<file path="src/rtl/regfile_debug_arbiter_pkg.sv">
// Shared definitions for the decode-stage register file debug arbiter.
//   - arb_state_t : arbiter FSM state encoding
//   - XLEN_DEF / AW_DEF / DRAIN_CYCLES_DEF : default widths and drain length
package regfile_debug_arbiter_pkg;

  localparam int XLEN_DEF         = 32;
  localparam int AW_DEF           = 5;
  localparam int DRAIN_CYCLES_DEF = 3;

  typedef enum logic [1:0] {
    ST_RUN    = 2'd0,
    ST_DRAIN  = 2'd1,
    ST_HALTED = 2'd2,
    ST_ACCESS = 2'd3
  } arb_state_t;

endpackage

</file>
<file path="src/rtl/regfile_debug_arbiter_port_mux.sv">
// Combinational owner select for the register file ports.
// Ports:
//   sel_dbg                       : 1 = debugger owns read/write addressing
//   dbg_wr_en                     : qualified debug write strobe (ACCESS, we, addr != 0)
//   rs1d/rs2d/rdw/reg_write_w/result_w : pipeline side
//   dbg_addr/dbg_wdata            : debug side
//   a1/a2/a3/we3/wd3              : register file ports
module regfile_debug_arbiter_port_mux
  import regfile_debug_arbiter_pkg::*;
#(
  parameter int XLEN = XLEN_DEF,
  parameter int AW   = AW_DEF
) (
  input  logic            sel_dbg,
  input  logic            dbg_wr_en,
  input  logic [AW-1:0]   rs1d,
  input  logic [AW-1:0]   rs2d,
  input  logic [AW-1:0]   rdw,
  input  logic            reg_write_w,
  input  logic [XLEN-1:0] result_w,
  input  logic [AW-1:0]   dbg_addr,
  input  logic [XLEN-1:0] dbg_wdata,
  output logic [AW-1:0]   a1,
  output logic [AW-1:0]   a2,
  output logic [AW-1:0]   a3,
  output logic            we3,
  output logic [XLEN-1:0] wd3
);

  always_comb begin
    if (sel_dbg) begin
      // Debugger owns the file: port 2 is parked on x0, writes only
      // happen on the qualified strobe.
      a1  = dbg_addr;
      a2  = '0;
      a3  = dbg_addr;
      we3 = dbg_wr_en;
      wd3 = dbg_wdata;
    end else begin
      a1  = rs1d;
      a2  = rs2d;
      a3  = rdw;
      we3 = reg_write_w;
      wd3 = result_w;
    end
  end

endmodule

</file>
<file path="src/rtl/regfile_debug_arbiter.sv">
// Sequences the decode-stage register file between the pipeline and a
// debug port. On dbg_halt, fetch/decode stall and E is flushed; after
// DRAIN_CYCLES the in-flight instructions have written back and the
// debugger gets the register file. Each debug access takes one ACCESS
// cycle followed by a one-cycle dbg_ack pulse.
// Handshake: dbg_req is honoured only in HALTED while dbg_ack is low; the
// debugger holds req and its fields stable until dbg_ack and drops req in
// the ack cycle. dbg_rdata is valid with dbg_ack.
// Ports:
//   clk, rst (sync, active high)
//   RS1D/RS2D/RegWriteW/RDW/ResultW : pipeline register file requests
//   RD1                             : register file read data 1
//   A1/A2/A3/WE3/WD3                : register file ports
//   StallF/StallD/FlushE            : pipeline hazard controls
//   dbg_halt/dbg_halted/dbg_req/dbg_we/dbg_addr/dbg_wdata/dbg_ack/dbg_rdata
module regfile_debug_arbiter
  import regfile_debug_arbiter_pkg::*;
#(
  parameter int XLEN         = XLEN_DEF,
  parameter int AW           = AW_DEF,
  parameter int DRAIN_CYCLES = DRAIN_CYCLES_DEF
) (
  input  logic            clk,
  input  logic            rst,
  input  logic [AW-1:0]   RS1D,
  input  logic [AW-1:0]   RS2D,
  input  logic            RegWriteW,
  input  logic [AW-1:0]   RDW,
  input  logic [XLEN-1:0] ResultW,
  input  logic [XLEN-1:0] RD1,
  output logic [AW-1:0]   A1,
  output logic [AW-1:0]   A2,
  output logic [AW-1:0]   A3,
  output logic            WE3,
  output logic [XLEN-1:0] WD3,
  output logic            StallF,
  output logic            StallD,
  output logic            FlushE,
  input  logic            dbg_halt,
  output logic            dbg_halted,
  input  logic            dbg_req,
  input  logic            dbg_we,
  input  logic [AW-1:0]   dbg_addr,
  input  logic [XLEN-1:0] dbg_wdata,
  output logic            dbg_ack,
  output logic [XLEN-1:0] dbg_rdata
);

  localparam int CW = $clog2(DRAIN_CYCLES + 1);
  localparam logic [CW-1:0] CNT_LAST = CW'(DRAIN_CYCLES - 1);
  localparam logic [CW-1:0] CNT_ONE  = CW'(1);

  arb_state_t      state_q, state_d;
  logic [CW-1:0]   cnt_q, cnt_d;
  logic            ack_q, ack_d;
  logic [XLEN-1:0] rdata_q, rdata_d;

  logic addr_is_x0;
  assign addr_is_x0 = (dbg_addr == '0);

  always_comb begin
    state_d = state_q;
    cnt_d   = cnt_q;
    ack_d   = 1'b0;
    rdata_d = rdata_q;
    case (state_q)
      ST_RUN: begin
        if (dbg_halt) begin
          state_d = ST_DRAIN;
          cnt_d   = '0;
        end
      end
      ST_DRAIN: begin
        // Halt release here is deliberately ignored; HALTED resolves it.
        if (cnt_q == CNT_LAST) begin
          state_d = ST_HALTED;
          cnt_d   = '0;
        end else begin
          cnt_d = cnt_q + CNT_ONE;
        end
      end
      ST_HALTED: begin
        // A req still high in the ack cycle is the previous access.
        // A new req beats a simultaneous halt release.
        if (dbg_req && !ack_q) begin
          state_d = ST_ACCESS;
        end else if (!dbg_halt) begin
          state_d = ST_RUN;
        end
      end
      ST_ACCESS: begin
        state_d = ST_HALTED;
        ack_d   = 1'b1;
        // RD1 is the asynchronous read, so this captures the pre-write value.
        rdata_d = addr_is_x0 ? '0 : RD1;
      end
      default: state_d = ST_RUN;
    endcase
  end

  always_ff @(posedge clk) begin
    if (rst) begin
      state_q <= ST_RUN;
      cnt_q   <= '0;
      ack_q   <= 1'b0;
      rdata_q <= '0;
    end else begin
      state_q <= state_d;
      cnt_q   <= cnt_d;
      ack_q   <= ack_d;
      rdata_q <= rdata_d;
    end
  end

  // Moore outputs decoded from state.
  logic stall_all;
  logic sel_dbg;
  logic dbg_wr_en;
  assign stall_all  = (state_q != ST_RUN);
  assign sel_dbg    = (state_q == ST_HALTED) || (state_q == ST_ACCESS);
  assign dbg_wr_en  = (state_q == ST_ACCESS) && dbg_we && !addr_is_x0;

  assign StallF     = stall_all;
  assign StallD     = stall_all;
  assign FlushE     = stall_all;
  assign dbg_halted = sel_dbg;
  assign dbg_ack    = ack_q;
  assign dbg_rdata  = rdata_q;

  regfile_debug_arbiter_port_mux #(
    .XLEN(XLEN),
    .AW  (AW)
  ) u_port_mux (
    .sel_dbg    (sel_dbg),
    .dbg_wr_en  (dbg_wr_en),
    .rs1d       (RS1D),
    .rs2d       (RS2D),
    .rdw        (RDW),
    .reg_write_w(RegWriteW),
    .result_w   (ResultW),
    .dbg_addr   (dbg_addr),
    .dbg_wdata  (dbg_wdata),
    .a1         (A1),
    .a2         (A2),
    .a3         (A3),
    .we3        (WE3),
    .wd3        (WD3)
  );

endmodule
</file>
<file path="config.mk">
export PLATFORM = sky130hd
export DESIGN_NAME = regfile_debug_arbiter
export DESIGN_NICKNAME = d
export VERILOG_FILES = /design/src/rtl/regfile_debug_arbiter_pkg.sv /design/src/rtl/regfile_debug_arbiter_port_mux.sv /design/src/rtl/regfile_debug_arbiter.sv
export SDC_FILE = /design/constraint.sdc
export NUM_CORES = 1
export LEC_CHECK = 0
export CAP_MARGIN = 20
export CORE_MARGIN = 2
export CORE_UTILIZATION = 31
export CTS_BUF_LIST = sky130_fd_sc_hd__clkbuf_8
export CTS_CLUSTER_SIZE = 16
export DETAILED_ROUTE_END_ITERATION = 7
export PLACE_DENSITY = 0.88
export SLEW_MARGIN = 20
export SYNTH_ARGS = -nofsm -noshare
export SYNTH_HDL_FRONTEND = slang
export SYNTH_HIERARCHICAL = 1
export SYNTH_SLANG_ARGS = --single-unit
</file>
<file path="constraint.sdc">
create_clock -name clk -period 4.48 [get_ports clk]
set_clock_uncertainty 0.1 [all_clocks]
set_input_delay 0.896 -clock clk [delete_from_list [all_inputs] [get_ports clk]]
set_output_delay 0.896 -clock clk [all_outputs]
set_load 0.02 [all_outputs]
</file>
==> metrics.txt, run 1 <==
# TYPE chip_impl_metric gauge
chip_impl_info{name="status",value="finished, final reports clean"} 1
chip_impl_metric{name="switching_share",unit=""} 0.255
chip_impl_info{name="yosysMostFrequentCell",value="dfxtp_1"} 1
chip_impl_metric{name="place.detailed.hpwl",unit="mm"} 5.49
chip_impl_metric{name="slew_viol_final",unit=""} 0
chip_impl_metric{name="firstDrtPassIters",unit=""} 4
chip_impl_metric{name="critPathRequiredTime",unit="ns"} 3.48
chip_impl_metric{name="total_switching_power",unit="mW"} 0.206
chip_impl_metric{name="power.total",unit="mW"} 0.810
chip_impl_info{name="worst_hold_path_type",value="flop to flop"} 1
chip_impl_metric{name="route.vias.total",unit=""} 2029
chip_impl_info{name="timing.rr.start",value="state_q[1]"} 1
chip_impl_metric{name="final_cell_count_no_fill",unit=""} 432
chip_impl_metric{name="cellLeakagePower",unit="nW"} 1.52
chip_impl_metric{name="grt_usage",unit=""} 0.187
chip_impl_metric{name="final_net_count",unit=""} 478
chip_impl_metric{name="fill_cells",unit=""} 465
chip_impl_metric{name="route.detailed.vias_per_inst",unit=""} 4.70
chip_impl_metric{name="cpPeakStageDelay",unit="ns"} 0.55
chip_impl_metric{name="clk_pin_slew_worst_paths",unit="ns"} 0.07
chip_impl_info{name="worstSetupPathType",value="input pin to output port"} 1
chip_impl_metric{name="fin_util",unit=""} 0.684
chip_impl_metric{name="worst_hold_path.num_cells",unit=""} 1
chip_impl_info{name="ys_top_cells_by_count",value="dfxtp_1 (37), a22o_1 (30), mux2_2 (28)"} 1
chip_impl_metric{name="placed_cells_incl_taps",unit=""} 424
chip_impl_metric{name="routed_wl",unit="mm"} 6.82
chip_impl_metric{name="part_of_the_total_power_dissipated_in_combinational_logic",unit=""} 0.300
chip_impl_metric{name="post_synth_instance_area",unit="um2"} 1890
chip_impl_info{name="synth_area_leaders",value="dfxtp_1 (39%), mux2_2 (17%), a22o_1 (14%)"} 1
chip_impl_info{name="crit_chain",value="clkdlybuf4s50_1 -> nor3_2 -> a21oi_1 -> mux2_2 -> clkdlybuf4s50_1"} 1
chip_impl_metric{name="ys_ff_latch",unit=""} 37
chip_impl_metric{name="number_of_endpoints_failing_setup_at_the_final_stage",unit=""} 0
chip_impl_metric{name="yosys.cell_types.count",unit=""} 23
chip_impl_metric{name="crit_buf_inv",unit=""} 2
chip_impl_metric{name="synth-edff-count",unit=""} 0
chip_impl_metric{name="tns",unit="ns"} 0
chip_impl_metric{name="antenna_violating_nets_post_route",unit=""} 0
chip_impl_metric{name="placement.io_buffers",unit=""} 206
chip_impl_metric{name="powerDensity",unit="nW/um2"} 201
chip_impl_metric{name="clockBufferDepth",unit=""} 2
chip_impl_metric{name="floorplan.die.width",unit="um"} 82.0
chip_impl_metric{name="arrival",unit="ns"} 2.58
chip_impl_metric{name="syn-instance-count",unit=""} 156
chip_impl_metric{name="grt_pass1_vias",unit=""} 1994
chip_impl_info{name="setup_repair_after_global_routing_missed_its_margin",value="false"} 1
chip_impl_info{name="timing.rr.end",value="dbg_rdata[25]"} 1
chip_impl_metric{name="hold_viol_final",unit=""} 0
chip_impl_metric{name="synth-warning-count",unit=""} 6
chip_impl_metric{name="path_max_fanout",unit=""} 3
chip_impl_metric{name="n_antenna_cell",unit=""} 0
chip_impl_info{name="main_synth_ff_type",value="dfxtp_1"} 1
chip_impl_metric{name="row_count",unit=""} 28
chip_impl_metric{name="clock_latency",unit="ns"} 0.28
chip_impl_info{name="clock_tree_from_tritoncts",value="yes"} 1
chip_impl_metric{name="initial_core_utilization",unit=""} 0.320
chip_impl_metric{name="routabilityCongestion",unit=""} 0.799
chip_impl_metric{name="maxClockFrequency",unit="GHz"} 0.280
chip_impl_metric{name="cts_made_buffers",unit=""} 5
chip_impl_metric{name="tritoncts_num_sinks",unit=""} 37
chip_impl_metric{name="timing.max_slew.rel_slack",unit=""} 0.505
chip_impl_metric{name="mapped_nets",unit=""} 278
chip_impl_metric{name="globalRoute.totalOverflow",unit=""} 0
chip_impl_metric{name="cts-htree-levels",unit=""} 2
chip_impl_metric{name="global_route_wire_length_before_repair",unit="mm"} 9.65
chip_impl_metric{name="grt_antenna_before_repair",unit=""} 0
chip_impl_metric{name="intPower",unit="mW"} 0.604
chip_impl_metric{name="vdd_ir_drop_max",unit="V"} 0.000173
chip_impl_metric{name="largest_net_degree_at_the_start_of_global_routing",unit=""} 59
chip_impl_metric{name="ioPinCount",unit=""} 207
chip_impl_metric{name="drtIter0Drc",unit=""} 46
chip_impl_info{name="delay_heaviest_family_cp",value="buffers and inverters"} 1
chip_impl_metric{name="synth-seq-area-share",unit=""} 0.393
chip_impl_metric{name="count_of_maximum_capacitance_violations",unit=""} 0
chip_impl_metric{name="reg2regPathDepth",unit=""} 5
chip_impl_metric{name="worst_slew_pin_slew",unit="ns"} 0.742
chip_impl_metric{name="syn_area_per_cell",unit="um2"} 12.1
chip_impl_metric{name="die_h",unit="um"} 82.0
chip_impl_metric{name="r2r_slack",unit="ns"} 2.53
chip_impl_metric{name="register_area",unit="um2"} 742
chip_impl_metric{name="multi_input_area",unit="um2"} 1010
chip_impl_metric{name="wire_per_inst",unit="um"} 15.8
chip_impl_metric{name="synthArstFlopShare",unit=""} 0
chip_impl_metric{name="post_route_cells_drive_above_1_share",unit=""} 0.174
chip_impl_metric{name="area_delta_synth_final",unit="%"} 113
chip_impl_info{name="hold_end",value="dbg_rdata[30]"} 1
chip_impl_metric{name="floorplan.core_area",unit="um2"} 5890
chip_impl_metric{name="fin_crit",unit="ns"} 3.57
chip_impl_info{name="cp_common_cell",value="clkdlybuf4s50_1"} 1
chip_impl_metric{name="p_seq_frac",unit=""} 0.413
chip_impl_metric{name="cts-resized-gates",unit=""} 0
chip_impl_info{name="crit_path_end_kind",value="output port"} 1
chip_impl_metric{name="power.share.clock",unit=""} 0.287
chip_impl_info{name="critical-path-slowest-cell",value="clkdlybuf4s50_1"} 1
chip_impl_metric{name="final.period_utilization",unit=""} 0.797
chip_impl_info{name="start_kind",value="input pin"} 1
chip_impl_metric{name="holdBufCountCts",unit=""} 0
chip_impl_metric{name="netlist.area_leader.share",unit=""} 0.393
chip_impl_info{name="post-synth-top-area-cell",value="dfxtp_1"} 1
chip_impl_metric{name="die-area",unit="um2"} 6720
chip_impl_metric{name="cts_setup_buffers",unit=""} 0
chip_impl_info{name="worst_hold_startpoint",value="dbg_rdata[30]"} 1
chip_impl_metric{name="detail_route.drc_violations",unit=""} 0
chip_impl_metric{name="worst_hold_slack",unit="ns"} 0.379
chip_impl_info{name="clockRootBuffer",value="clkbuf_8"} 1
power groups by stage:
| stage | sequential, mW | clock (mW) | combinational (mW) |
|---|---|---|---|
| final | 0.334 | 0.232 | 0.243 |
| after global routing | 0.335 | 0.253 | 0.257 |
| after CTS | 0.334 | 0.240 | 0.245 |
| after detailed placement | 0.342 | 0 | 0.244 |
| after global placement | 0.342 | 0 | 0.241 |
| after floorplan | 0.341 | 0 | 0.0835 |
kinds of logic after synthesis:
family                 after synthesis  share of synthesized area
AO/OA/AOI/OAI                       41                      0.186
flip-flops                          37                      0.393
buffers and inverters               16                     0.0710
AND/OR/NAND/NOR                     19                     0.0630
multiplexers                        43                      0.287
state kept, by name, summed over array words and instances (netlist names):
signal,flops
cnt_q,2
dbg_ack,1
dbg_rdata,32
state_q,2
through the flow:
| step | cell area (um2) | setup slack (ns) |
|---|---|---|
| 6_report | 4030 | 0.908 |
| 5_1_grt | 4030 | 0.838 |
| 4_1_cts | 4030 | 0.890 |
| 3_5_place_dp | 3940 | 0.889 |
| 3_3_place_gp | 3940 | 0.911 |
| 2_1_floorplan | 1890 | 1.92 |
layer usage:
metal / up-vias / share of wire / global-route usage
met5: - / 0 / 0
met4: 0 / 0.026 / 0.0800
met3: 13 / 0.11 / 0.0747
met2: 104 / 0.53 / 0.340
met1: 931 / 0.34 / 0.189
li1: 981 / - / -
worst max path at each step:
stage / from / endpoint / slack [ns] / cells after the start
2_1_floorplan: dbg_addr[3] / WE3 / 1.92 / 3
3_3_place_gp: dbg_addr[3] / WE3 / 0.91 / 5
3_5_place_dp: dbg_addr[3] / WE3 / 0.89 / 5
4_1_cts: dbg_addr[3] / WE3 / 0.89 / 5
5_1_grt: dbg_addr[3] / WE3 / 0.84 / 5
6_report: dbg_addr[3] / WE3 / 0.91 / 5
layout make-up:
| cell class | instances | share of cell area |
|---|---|---|
| repair buffers | 209 | 0.518 |
| multi-input cells | 103 | 0.252 |
| flip-flops and latches | 37 | 0.184 |
| well taps | 75 | 0.0233 |
| clock buffers | 5 | 0.0171 |
| clock inverters | 3 | 0.00528 |
placed cells by master (no fill, tap or decap), drive strengths merged, types with 2 or more instances in the layout:
cell type and count:
clkdlybuf4s50 206, mux2 43, dfxtp 37, a22o 32, nor2b 6, nor2 5, clkbuf 5, a21oi 5
buf 3, nand3b 2
(Power assumes the default switching activity.)
==> inputs of run 2 (changes only) <==
Settings changed: CORE_UTILIZATION 31 to 26, PLACE_DENSITY 0.88 to 0.79.
Clock period 4.48 ns to 3.1 ns, I/O delays scaled along.
==> metrics.txt, run 2 (same netlist as run 1, synthesis figures left out) <==
# TYPE chip_impl_metric gauge
chip_impl_metric{name="floorplan.core_area",unit="um2"} 7140
chip_impl_metric{name="m1WireLength",unit="mm"} 2.51
chip_impl_metric{name="total_switching_power",unit="mW"} 0.276
chip_impl_metric{name="cts-htree-levels",unit=""} 2
chip_impl_metric{name="die_h",unit="um"} 89.2
chip_impl_info{name="delay_heaviest_family_cp",value="buffers and inverters"} 1
chip_impl_metric{name="largest_register_ffs",unit=""} 32
chip_impl_metric{name="tritoncts_num_sinks",unit=""} 37
chip_impl_metric{name="ioPinCount",unit=""} 207
chip_impl_metric{name="cts_made_buffers",unit=""} 5
chip_impl_metric{name="final_net_count",unit=""} 480
chip_impl_metric{name="cpPeakStageDelay",unit="ns"} 0.55
chip_impl_metric{name="part_of_the_total_power_dissipated_in_combinational_logic",unit=""} 0.308
chip_impl_metric{name="met3_length",unit="um"} 747
chip_impl_info{name="timing.rr.start",value="state_q[1]"} 1
chip_impl_metric{name="detail_route.drc_violations",unit=""} 0
chip_impl_metric{name="grt_antenna_before_repair",unit=""} 1
chip_impl_metric{name="route.detailed.vias_per_inst",unit=""} 4.38
chip_impl_metric{name="fin_crit",unit="ns"} 2.97
chip_impl_info{name="critical-path-slowest-cell",value="clkdlybuf4s50_1"} 1
chip_impl_info{name="worstSetupPathType",value="input pin to output port"} 1
chip_impl_info{name="worst_hold_path_type",value="flop to flop"} 1
chip_impl_metric{name="slew_viol_final",unit=""} 0
chip_impl_metric{name="clk_pin_slew_worst_paths",unit="ns"} 0.07
chip_impl_metric{name="placement.io_buffers",unit=""} 206
chip_impl_metric{name="worst_hold_slack",unit="ns"} 0.377
chip_impl_info{name="clock_tree_from_tritoncts",value="yes"} 1
chip_impl_info{name="hold_end",value="dbg_rdata[18]"} 1
chip_impl_metric{name="drtIter0Drc",unit=""} 41
chip_impl_metric{name="switching_share",unit=""} 0.242
chip_impl_metric{name="cts_setup_buffers",unit=""} 0
chip_impl_metric{name="cts-resized-gates",unit=""} 0
chip_impl_metric{name="die-area",unit="um2"} 7950
chip_impl_info{name="timing.rr.end",value="dbg_rdata[3]"} 1
chip_impl_metric{name="post_route_cells_drive_above_1_share",unit=""} 0.175
chip_impl_metric{name="grt_usage",unit=""} 0.165
chip_impl_metric{name="path_max_fanout",unit=""} 3
chip_impl_metric{name="final.period_utilization",unit=""} 0.957
chip_impl_metric{name="critPathRequiredTime",unit="ns"} 2.38
chip_impl_metric{name="r2r_slack",unit="ns"} 1.34
chip_impl_metric{name="worst_hold_path.num_cells",unit=""} 1
chip_impl_metric{name="firstDrtPassIters",unit=""} 4
chip_impl_metric{name="largest_net_degree_at_the_start_of_global_routing",unit=""} 33
chip_impl_metric{name="maxClockFrequency",unit="GHz"} 0.337
chip_impl_metric{name="wire_per_inst",unit="um"} 15.0
chip_impl_metric{name="holdBufCountCts",unit=""} 0
chip_impl_metric{name="globalRoute.totalOverflow",unit=""} 0
chip_impl_metric{name="initial_core_utilization",unit=""} 0.264
chip_impl_metric{name="area_delta_synth_final",unit="%"} 116
chip_impl_metric{name="count_of_maximum_capacitance_violations",unit=""} 0
chip_impl_metric{name="number_of_endpoints_failing_setup_at_the_final_stage",unit=""} 0
chip_impl_metric{name="met2_wirelength",unit="mm"} 3.53
chip_impl_metric{name="timing.max_slew.rel_slack",unit=""} 0.732
chip_impl_metric{name="routabilityCongestion",unit=""} 0.810
chip_impl_metric{name="floorplan.die.width",unit="um"} 89.2
chip_impl_info{name="layout.cells.most_common",value="clkdlybuf4s50_1"} 1
chip_impl_info{name="status",value="finished, final reports clean"} 1
chip_impl_info{name="start_kind",value="input pin"} 1
chip_impl_metric{name="worst_slew_pin_slew",unit="ns"} 0.401
chip_impl_metric{name="p_seq_frac",unit=""} 0.424
chip_impl_info{name="final_cell_mix",value="clkdlybuf4s50_1 (206), dfxtp_1 (36), a22o_1 (30), mux2_2 (28), mux2_4 (15)"} 1
chip_impl_metric{name="place.detailed.hpwl",unit="mm"} 5.65
chip_impl_metric{name="clock_latency",unit="ns"} 0.27
chip_impl_metric{name="intPower",unit="mW"} 0.867
chip_impl_metric{name="row_count",unit=""} 31
chip_impl_metric{name="hold_viol_final",unit=""} 0
chip_impl_info{name="crit_chain",value="clkdlybuf4s50_1 -> nor2_1 -> a21oi_1 -> mux2_2 -> clkdlybuf4s50_1"} 1
chip_impl_metric{name="cellLeakagePower",unit="nW"} 1.54
chip_impl_metric{name="antenna_violating_nets_post_route",unit=""} 0
chip_impl_metric{name="reg2regPathDepth",unit=""} 4
chip_impl_info{name="cp_common_cell",value="clkdlybuf4s50_1"} 1
chip_impl_metric{name="global_route_wire_length_before_repair",unit="mm"} 10.1
chip_impl_metric{name="tns",unit="ns"} 0
chip_impl_metric{name="routed_wl",unit="mm"} 6.87
chip_impl_info{name="worst_hold_startpoint",value="dbg_rdata[18]"} 1
chip_impl_info{name="crit_path_end_kind",value="output port"} 1
chip_impl_metric{name="arrival",unit="ns"} 2.25
chip_impl_metric{name="crit_buf_inv",unit=""} 2
chip_impl_info{name="setup_repair_after_global_routing_missed_its_margin",value="false"} 1
chip_impl_metric{name="clockBufferDepth",unit=""} 2
chip_impl_metric{name="fill_cells",unit=""} 625
chip_impl_metric{name="route.vias.total",unit=""} 2011
chip_impl_info{name="top_layer_used",value="met4"} 1
chip_impl_metric{name="vdd_ir_drop_max",unit="V"} 0.000152
chip_impl_metric{name="power.share.clock",unit=""} 0.269
chip_impl_metric{name="powerDensity",unit="nW/um2"} 280
chip_impl_metric{name="grt_pass1_vias",unit=""} 2028
chip_impl_info{name="clockRootBuffer",value="clkbuf_8"} 1
run 2: cell count changes in the layout (fill, tap and decap cells not counted):
cell	change
buf_4	+1
diode_2	+1
inv_6	-1
buf_12	+1
inv_1	+1
clkinvlp_4	-1
clkinv_2	+1
run 2: worst reg2reg max path, stage by stage (launching register included):
cell     delay [ns]
dfxtp_2        0.57
buf_4          0.32
a21oi_2        0.10
buf_4          0.25
a22o_2         0.30
run 2: power groups by stage:
| stage | Sequential, mW | Combinational [mW] | Clock (mW) |
|---|---|---|---|
| 2_1_floorplan | 0.492 | 0.121 | 0 |
| 3_3_place_gp | 0.495 | 0.350 | 0 |
| 3_5_place_dp | 0.495 | 0.352 | 0 |
| 4_1_cts | 0.484 | 0.355 | 0.322 |
| 5_1_grt | 0.485 | 0.370 | 0.337 |
| 6_report | 0.484 | 0.352 | 0.307 |
run 2: worst max path at each step:
stage,start,end,slack [ns],cells past startpoint
6_report,dbg_addr[1],WE3,0.13,5
2_1_floorplan,state_q[1],A3[0],0.96,5
3_5_place_dp,dbg_addr[3],WE3,0.13,5
3_3_place_gp,dbg_addr[3],WE3,0.15,5
5_1_grt,dbg_addr[3],WE3,0.07,5
4_1_cts,dbg_addr[3],WE3,0.13,5
run 2: area by class of cell:
cell class                      count  area [um2]  share of cell area
Clock inverter                      3        13.8             0.00338
Multi-Input combinational cell    103        1010               0.249
Antenna cell                        1        2.50            0.000614
Tap cell                           99         124              0.0304
Sequential cell                    37         742               0.182
Timing Repair Buffer              211        2110               0.518
Clock buffer                        5        68.8              0.0169
run 2: per-stage QoR:
stage	setup slack [ns]	instance area [um2]	utilization	total power [mW]	cells
after floorplan	0.960	1890	-	0.613	156
after global placement	0.148	3990	0.559	0.845	450
after detailed placement	0.131	3990	0.559	0.847	450
after CTS	0.129	4080	0.571	1.16	458
after global routing	0.0723	4080	0.571	1.19	459
final	0.135	4080	0.571	1.14	459
run 2: per-layer routing:
metal / track usage / vias to the layer above
li1: - / 988
met1: 0.171 / 901
met2: 0.302 / 114
met3: 0.0683 / 8
met4: 0.0475 / 0
met5: 0 / -
